$ cat config.mk
export PLATFORM = sky130hd
export DESIGN_NAME = result_collector
export DESIGN_NICKNAME = d
export VERILOG_FILES = /design/src/rtl/result_collector.sv
export SDC_FILE = /design/constraint.sdc
export NUM_CORES = 1
export LEC_CHECK = 0
export ABC_AREA = 1
export CORE_MARGIN = 4
export CORE_UTILIZATION = 55
export DETAILED_ROUTE_END_ITERATION = 7
export GPL_TIMING_DRIVEN = 0
export PLACE_DENSITY_LB_ADDON = 0.1
export SLEW_MARGIN = 25
export SYNTH_ARGS = -nofsm -noshare
export SYNTH_HDL_FRONTEND = slang
export SYNTH_SLANG_ARGS = --single-unit
$ cat constraint.sdc
create_clock -name clk -period 5.8 [get_ports clk]
set_input_delay 1.16 -clock clk [delete_from_list [all_inputs] [get_ports clk]]
set_output_delay 1.16 -clock clk [all_outputs]
set_load 0.005 [all_outputs]
$ cat src/rtl/result_collector.sv
// result_collector: absorbs two result streams into per-channel FIFOs and
// merges them onto one valid/ready stream tagged with the source channel.
// Round-robin arbitration; the chosen source is held while the sink stalls.
module result_collector #(
   parameter int DATA_WIDTH = 32,
   parameter int DEPTH      = 4,
   parameter int CNT_WIDTH  = 16
) (
   input  logic                  clk,
   input  logic                  reset,
   input  logic                  in_valid_1,
   input  logic [DATA_WIDTH-1:0] in_data_1,
   input  logic                  in_flush_1,
   output logic                  out_stall_1,
   input  logic                  in_valid_2,
   input  logic [DATA_WIDTH-1:0] in_data_2,
   input  logic                  in_flush_2,
   output logic                  out_stall_2,
   output logic                  m_valid,
   input  logic                  m_ready,
   output logic [DATA_WIDTH-1:0] m_data,
   output logic                  m_src,
   output logic [CNT_WIDTH-1:0]  beats_1,
   output logic [CNT_WIDTH-1:0]  beats_2
);

   localparam int AW = $clog2(DEPTH);
   localparam int CW = AW + 1;
   localparam logic [CW-1:0] FULL = CW'(DEPTH);

   // index 0 is channel 1, index 1 is channel 2
   logic [1:0]            vld, flush, stall, acc, cand, deq;
   logic [DATA_WIDTH-1:0] din [2];
   logic [DATA_WIDTH-1:0] mem [2][DEPTH];
   logic [AW-1:0]         wr_ptr [2];
   logic [AW-1:0]         rd_ptr [2];
   logic [CW-1:0]         count [2];
   logic [CNT_WIDTH-1:0]  beats [2];
   logic                  rr, lock_valid, lock_src;
   logic                  sel, xfer, any_cand;

   assign vld    = {in_valid_2, in_valid_1};
   assign flush  = {in_flush_2, in_flush_1};
   assign din[0] = in_data_1;
   assign din[1] = in_data_2;

   // Per-channel stall/accept; a flushing channel offers nothing to the arbiter
   always_comb begin
      stall = '0;
      acc   = '0;
      cand  = '0;
      for (int k = 0; k < 2; k++) begin
         stall[k] = (count[k] == FULL);
         acc[k]   = vld[k] & ~stall[k] & ~flush[k];
         cand[k]  = (count[k] != '0) & ~flush[k];
      end
   end

   // Source selection: honour the lock unless its channel is being flushed
   always_comb begin
      sel = 1'b0;
      if (lock_valid && !flush[lock_src])
         sel = lock_src;
      else if (cand[0] && cand[1])
         sel = rr;
      else
         sel = cand[1] & ~cand[0];
      any_cand = |cand;
      xfer     = any_cand & m_ready;
      deq      = {xfer & sel, xfer & ~sel};
      m_data   = any_cand ? mem[sel][rd_ptr[sel]] : '0;
   end

   assign m_valid     = any_cand;
   assign m_src       = sel;
   assign out_stall_1 = stall[0];
   assign out_stall_2 = stall[1];
   assign beats_1     = beats[0];
   assign beats_2     = beats[1];

   // FIFO storage write; contents need no reset since pointers gate reads
   always_ff @(posedge clk) begin
      for (int k = 0; k < 2; k++) begin
         if (acc[k])
            mem[k][wr_ptr[k]] <= din[k];
      end
   end

   // FIFO pointers, occupancy and accepted-beat counters
   always_ff @(posedge clk) begin
      if (reset) begin
         for (int k = 0; k < 2; k++) begin
            wr_ptr[k] <= '0;
            rd_ptr[k] <= '0;
            count[k]  <= '0;
            beats[k]  <= '0;
         end
      end else begin
         for (int k = 0; k < 2; k++) begin
            if (flush[k]) begin
               wr_ptr[k] <= '0;
               rd_ptr[k] <= '0;
               count[k]  <= '0;
            end else begin
               if (acc[k])
                  wr_ptr[k] <= wr_ptr[k] + 1'b1;
               if (deq[k])
                  rd_ptr[k] <= rd_ptr[k] + 1'b1;
               case ({acc[k], deq[k]})
                  2'b10:   count[k] <= count[k] + 1'b1;
                  2'b01:   count[k] <= count[k] - 1'b1;
                  default: count[k] <= count[k];
               endcase
            end
            if (acc[k])
               beats[k] <= beats[k] + 1'b1;
         end
      end
   end

   // Round-robin pointer and output lock while the sink is stalling
   always_ff @(posedge clk) begin
      if (reset) begin
         rr         <= 1'b0;
         lock_valid <= 1'b0;
         lock_src   <= 1'b0;
      end else begin
         if (xfer)
            rr <= ~sel;
         lock_valid <= any_cand & ~m_ready;
         lock_src   <= sel;
      end
   end

endmodule

# Word-level counts from Yosys, hierarchy flattened
# Memories as Yosys holds them, arrays and structs flattened.
# Index checks and enable logic that the tools add are counted.
totals:
  register_bits: 3
  mem_bits_rw: 302
  in_bits: 71
  output_inout_bits: 68
  wordCells: 163
  memories: 5
memory_table:
  columns: ["memory", "words", "width", "read_ports", "rd_ports_with_merged_regs", "wr", "line", "text"]
  rows:
  - ["mem", 2, 128, 1, 0, 2, "34", "logic [DATA_WIDTH-1:0] mem [2][DEPTH];"]
  - ["beats", 2, 16, 2, 0, 2, "38", "logic [CNT_WIDTH-1:0] beats [2];"]
  - ["count", 2, 3, 2, 0, 2, "37", "logic [CW-1:0] count [2];"]
  - ["rd_ptr", 2, 2, 3, 0, 2, "36", "logic [AW-1:0] rd_ptr [2];"]
  - ["wr_ptr", 2, 2, 2, 0, 2, "35", "logic [AW-1:0] wr_ptr [2];"]
classes:
  add_sub_neg: 10
  n_lt_le_gt_ge: 6
  n_eq_ne: 6
  n_mux: 84
  bitwise: 39
  reduce_logical: 10
op_table:
  columns: ["cell", "n"]
  rows:
  - ["$mux 128", 2]
  - ["$mux 32", 5]
  - ["$demux 32 s2", 2]
  - ["$bmux 32 s2", 1]
  - ["$mux 1", 56]
  - ["$add 16x1->16 const B", 2]
  - ["$mux 16", 2]
  - ["$mux 3", 8]
  - ["$or 1x1->1", 18]
  - ["$mux 2", 8]
  - ["$and 1x1->1", 11]
  - ["$ge 3x3->1 const B", 3]
  - ["$not 2->3", 3]
  - ["$add 2x1->2 const B", 4]
  - ["$not 1->1", 7]
  - ["$add 3x1->3 const B", 2]
  - ["$eq 3x3->1 const B", 2]
  - ["$lt 3x1->1 const B", 2]
  - ["$reduce_bool 3->1", 2]
  - ["$reduce_or 2->1", 3]
  - ["$sub 3x1->3 const B", 2]
  - ["$eq 2x1->1 const B", 2]
  - ["$eq 2x2->1 const B", 2]
  - ["$logic_and 1x1->1", 4]
  - ["other kinds (2)", 2]

# Logic depth before layout (Yosys ltp)
depth:
  ltp_word: 16
  ltp_mapped: 17
  mapped_depth_nobuf: 14

# Worst setup path before layout
# OpenSTA, ideal clock, no wires.
synth_path:
  path_kind: "in2out"
  from: "input in_flush_1"
  to: "output m_data[11]"
  arrival_time_ps: 2277
  required_time_ps: 4640
  path_slack_ps: 2363
  stages: 12
  path_buffers: 3
  cell_sequence: "inv_1 nand3b_1 nand3_2 nand2_2 buf_6 buf_6 buf_6 nand2_1 o21ai_1 nor2_1 nor2_1 nor2_1"
synth_via:
  elab_chain_cells: 12
  word_cells_on_any_way: 19
  classes_between: "mux (8); bitwise (5); reduce/logical (4); memory (2)"
synth_lines:
  columns: ["item", "line", "text"]
  rows:
  - ["start: declaration", "13", "input logic in_flush_1,"]
  - ["$not 1->1", "55", "cand[k] = (count[k] != '0) & ~flush[k];"]
  - ["$and 1x1->1", "55", null]
  - ["$not 1->1", "67", "sel = cand[1] & ~cand[0];"]
  - ["$and 1x1->1", "67", null]
  - ["$mux 1", "64", "else if (cand[0] && cand[1])"]
  - ["$mux 1", "62", "if (lock_valid && !flush[lock_src])"]
  - ["$mem_v2 2x2", null, null]
  - ["$not 2->3 (implied by the code)", "71", "m_data = any_cand ? mem[sel][rd_ptr[sel]] : '0;"]
  - ["$bmux 32 s2", "71", null]
  - ["$mux 32 (implied by the code) (2 in series)", "71", null]
  - ["$mux 32 (*)", "71", null]
  - ["end: declaration", "21", "output logic [DATA_WIDTH-1:0] m_data,"]
# Mark *: on every way between the ends. The rest lies on a longest branch, timed or not. The select of a mux whose other input is x is not followed.

# Worst setup path in the final report
layout_path:
  from: "input in_flush_1"
  to: "output m_data[27]"
# Same word-level chain as after synthesis.

==> metrics.txt <==
# TYPE chip_impl_metric gauge
chip_impl_metric{name="max_freq",unit="MHz"} 188.8
chip_impl_metric{name="drt.antenna.violating_nets",unit=""} 0
chip_impl_metric{name="vias",unit=""} 10330
chip_impl_metric{name="cts_hold_repair.buffers",unit=""} 0
chip_impl_metric{name="antenna_found_initial",unit=""} 1
chip_impl_metric{name="cts_resized",unit=""} 0
chip_impl_metric{name="dp_hpwl",unit="microns"} 24020
chip_impl_metric{name="leakage_component_of_the_power",unit="nW"} 7.320
chip_impl_metric{name="grt_first_pass_wirelength",unit="microns"} 55570
chip_impl_metric{name="final-setup-viol-count",unit=""} 0
chip_impl_metric{name="count_of_warnings_emitted_by_yosys",unit=""} 0
chip_impl_info{name="run_status",value="completed"} 1
chip_impl_metric{name="area_growth",unit="%"} 22.55
chip_impl_metric{name="grt_start_max_net_pins",unit=""} 20
chip_impl_metric{name="cellPowerDensity",unit="mW/mm^2"} 317.5
chip_impl_metric{name="drcViolationCount",unit=""} 0
chip_impl_metric{name="placement_rows",unit=""} 58
chip_impl_metric{name="grtUsageTotal",unit="%"} 25.66
chip_impl_metric{name="wl_per_cell",unit="microns"} 18.36
chip_impl_metric{name="tritoncts_num_sinks",unit=""} 305
chip_impl_metric{name="clock_insertion_delay_worst_skew",unit="ps"} 510
chip_impl_metric{name="ys_seq_area_share",unit="%"} 64.95
chip_impl_metric{name="via_per_inst",unit=""} 5.219
chip_impl_info{name="r2r_end",value="count[1][2]"} 1
chip_impl_metric{name="detailed_route_wl",unit="microns"} 36340
chip_impl_metric{name="n_fill_cell",unit=""} 1872
chip_impl_metric{name="ys_types",unit=""} 31
chip_impl_metric{name="critical_path.max_fanout",unit=""} 10
chip_impl_metric{name="cts.path.max_buffers",unit=""} 3
chip_impl_metric{name="synth_area_per_cell",unit="sq um"} 9.754
chip_impl_metric{name="io_pins",unit=""} 139
chip_impl_metric{name="synth_largest_type_area_fraction",unit="%"} 64.52
chip_impl_metric{name="postSynthNetCount",unit=""} 1529
chip_impl_metric{name="globalRouteOverflowTotal",unit=""} 0
chip_impl_metric{name="netlist_instances",unit=""} 1441
chip_impl_metric{name="final-max-slew-violation-count",unit=""} 0
chip_impl_info{name="synth_top_flop_cell",value="sky130_fd_sc_hd__edfxtp_1"} 1
chip_impl_metric{name="r2r_slack",unit="ps"} 2660
chip_impl_metric{name="port-buffer-count",unit=""} 138
chip_impl_metric{name="finalHoldViolations",unit=""} 0
chip_impl_metric{name="die_y",unit="microns"} 167.9
chip_impl_metric{name="numCtsBuffers",unit=""} 34
chip_impl_metric{name="post_route_cells_drive_above_1_share",unit="%"} 6.792
chip_impl_metric{name="placeableCoreArea",unit="sq mm"} 0.02518
chip_impl_metric{name="grt_pass1_vias",unit=""} 10150
chip_impl_metric{name="layout_min_cycle_time",unit="ps"} 5296
chip_impl_info{name="crit_slowest_cell",value="sky130_fd_sc_hd__clkdlybuf4s50_1"} 1
chip_impl_metric{name="setup-tns-final",unit="ps"} 0
chip_impl_info{name="timing.critical_path.from_type",value="input port"} 1
chip_impl_info{name="synthTopCellsByArea",value="sky130_fd_sc_hd__edfxtp_1, sky130_fd_sc_hd__nand2_1, sky130_fd_sc_hd__inv_1, sky130_fd_sc_hd__nor2_1, sky130_fd_sc_hd__nand3b_1"} 1
chip_impl_metric{name="synthArstFlopShare",unit="%"} 0
chip_impl_metric{name="synth.ff_latch_count",unit=""} 305
chip_impl_info{name="synth.most_common_cell",value="sky130_fd_sc_hd__nand2_1"} 1
chip_impl_metric{name="h-tree-depth",unit=""} 2
chip_impl_metric{name="cts.clk_slew.worst_paths",unit="ps"} 60
chip_impl_metric{name="synth_edf_count",unit=""} 302
chip_impl_metric{name="detail_route.iter0.violations",unit=""} 998
chip_impl_metric{name="syn-cell-area",unit="sq mm"} 0.01406
chip_impl_info{name="synth.cells.most_frequent",value="sky130_fd_sc_hd__nand2_1, sky130_fd_sc_hd__edfxtp_1, sky130_fd_sc_hd__inv_1, sky130_fd_sc_hd__nor2_1, sky130_fd_sc_hd__nand3_1"} 1
chip_impl_info{name="timing.hold.worst.class",value="flop to flop"} 1
chip_impl_metric{name="die-width",unit="microns"} 167.9
chip_impl_metric{name="clock_skew",unit="ps"} 13.47
chip_impl_metric{name="dieArea",unit="sq mm"} 0.02818
chip_impl_info{name="crit_type",value="input port to output pin"} 1
chip_impl_info{name="min_from",value="rr"} 1
chip_impl_metric{name="final_nets",unit=""} 1715
chip_impl_metric{name="worst-endpoint-arrival",unit="ps"} 4140
chip_impl_metric{name="crit_required",unit="ps"} 4640
chip_impl_metric{name="number_of_max_capacitance_violations_reported",unit=""} 0
chip_impl_metric{name="timing.critical_path.slowest_cell_delay",unit="ps"} 560
chip_impl_info{name="rr_startpoint",value="count[0][0]"} 1
chip_impl_info{name="cts_tree",value="yes"} 1
chip_impl_metric{name="worstMarginPinSlew",unit="ps"} 788.1
chip_impl_metric{name="ir_drop",unit="mV"} 0.1815
chip_impl_metric{name="cts_setup_buffers",unit=""} 0
chip_impl_metric{name="r2r_cells",unit=""} 16
chip_impl_metric{name="drt_pre_antenna_iters",unit=""} 6
chip_impl_info{name="hold_end",value="rr"} 1
chip_impl_metric{name="tightest_hold_margin",unit="ps"} 464.0
chip_impl_metric{name="layout_worst_path_cycle_share",unit="%"} 91.32
chip_impl_metric{name="gp_routability_congestion",unit=""} 0.7982
chip_impl_metric{name="max-slew-margin-rel",unit="%"} 47.46
chip_impl_info{name="timing.critical_path.cells",value="clkdlybuf4s50_1 > inv_1 > nand3b_1 > nand3_2 > nand2_2 > o21ai_2 > inv_2 > clkbuf_1 > nand2_1 > nand2_1 > nor2_1 > clkdlybuf4s50_1"} 1
chip_impl_info{name="synth_top_cell_by_area",value="sky130_fd_sc_hd__edfxtp_1"} 1
chip_impl_info{name="grt_setup_unrepaired",value="no"} 1
chip_impl_info{name="critPathCaptureType",value="output pin"} 1
chip_impl_metric{name="start_util",unit="%"} 55.82
chip_impl_info{name="cts_root_buffer",value="sky130_fd_sc_hd__clkbuf_16"} 1
chip_impl_metric{name="min_delay_path_depth",unit=""} 2
chip_impl_metric{name="num_antenna_cells",unit=""} 0
==> worst max path at each step <==
stage / from / endpoint / slack [ps] / depth (start not counted)
6_report: in_flush_1 / m_data[27] / 500 / 12
3_3_place_gp: in_flush_1 / mem[0][72] / 270 / 4
3_5_place_dp: in_flush_1 / m_data[27] / 590 / 12
4_1_cts: in_flush_1 / m_data[27] / 570 / 12
5_1_grt: in_flush_2 / m_data[28] / 440 / 11
2_1_floorplan: in_flush_1 / m_data[11] / 2360 / 12
==> sequential cells by signal, summed over array words and instances (netlist names) <==
register / flops
mem: 256
beats: 32
count: 6
rd_ptr: 4
wr_ptr: 4
lock_src: 1
lock_valid: 1
rr: 1
==> where the power goes <==
part / internal [mW] / switching, mW / leakage, nW
clock network: 1.17 / 0.810 / 0.481
logic: 0.370 / 0.578 / 4.00
registers: 2.51 / 0.0367 / 2.84
total: 4.04 / 1.42 / 7.32
==> routing by layer <==
metal / routed length [microns] / GRT usage, % / up-vias
met2: 17490 / 43.20 / 446
met1: 14470 / 33.64 / 4795
met4: 1308 / 9.633 / 2
met5: 13 / 0 / -
li1: - / - / 4974
met3: 3052 / 4.461 / 111
==> worst max-delay path, delay by kind of cell <==
kind | cells | cell delay [ps]
buf+inv | 5 | 1720
simple gates | 6 | 830
compound gates | 1 | 430
==> cell type report <==
cell class / count / area, sq um / share of cell area, %
clock inverters: 7 / 61.31 / 0.3559
inverters: 193 / 724.4 / 4.206
multi-input cells: 885 / 3934 / 22.84
well taps: 330 / 412.9 / 2.397
clock buffers: 51 / 945.9 / 5.491
plain buffers: 58 / 329.1 / 1.910
flip-flops and latches: 305 / 9129 / 53.00
repair buffers: 150 / 1689 / 9.806
==> logic make-up (layout without fill, tap and decap cells) <==
| group | after synthesis | after routing | synth area share [%] |
|---|---|---|---|
| AND/OR/NAND/NOR | 795 | 795 | 22.91 |
| adder cells (fa/ha/maj) | 17 | 17 | 1.567 |
| flip-flops | 305 | 305 | 64.95 |
| XOR/XNOR | 14 | 14 | 0.8724 |
| AO/OA/AOI/OAI | 59 | 59 | 2.208 |
| buffers and inverters | 251 | 459 | 7.495 |
==> metrics by stage <==
stage                     setup WS (ps)  area (sq um)  power, mW  util (%)  std cells
final                             503.6         17230      5.468     68.40       1979
after global routing              439.0         17230      5.697     68.40       1979
after CTS                         566.2         17230      5.484     68.40       1979
after detailed placement          593.3         16220      3.528     64.40       1921
after global placement            270.4         15850      3.493     62.94       1909
after floorplan                    2363         14060      3.071         -       1441
==> cell usage in the layout, fill, tap and decap left out, types with 12 or more instances in the layout <==
master                            synthesis  layout
sky130_fd_sc_hd__nor2_1                 153     145
sky130_fd_sc_hd__clkbuf_16                0      35
sky130_fd_sc_hd__nand3b_1                36      36
sky130_fd_sc_hd__clkdlybuf4s50_1          0     138
sky130_fd_sc_hd__buf_2                   32      32
sky130_fd_sc_hd__inv_1                  189     189
sky130_fd_sc_hd__clkbuf_1                10      25
sky130_fd_sc_hd__o21ai_1                 32      32
sky130_fd_sc_hd__nand3_1                 51      51
sky130_fd_sc_hd__nand2_1                539     539
sky130_fd_sc_hd__edfxtp_1               302     302
sky130_fd_sc_hd__ha_1                    16      16
sky130_fd_sc_hd__o21ai_0                 12      12
No activity file was read; power rests on OpenSTA's default activity.
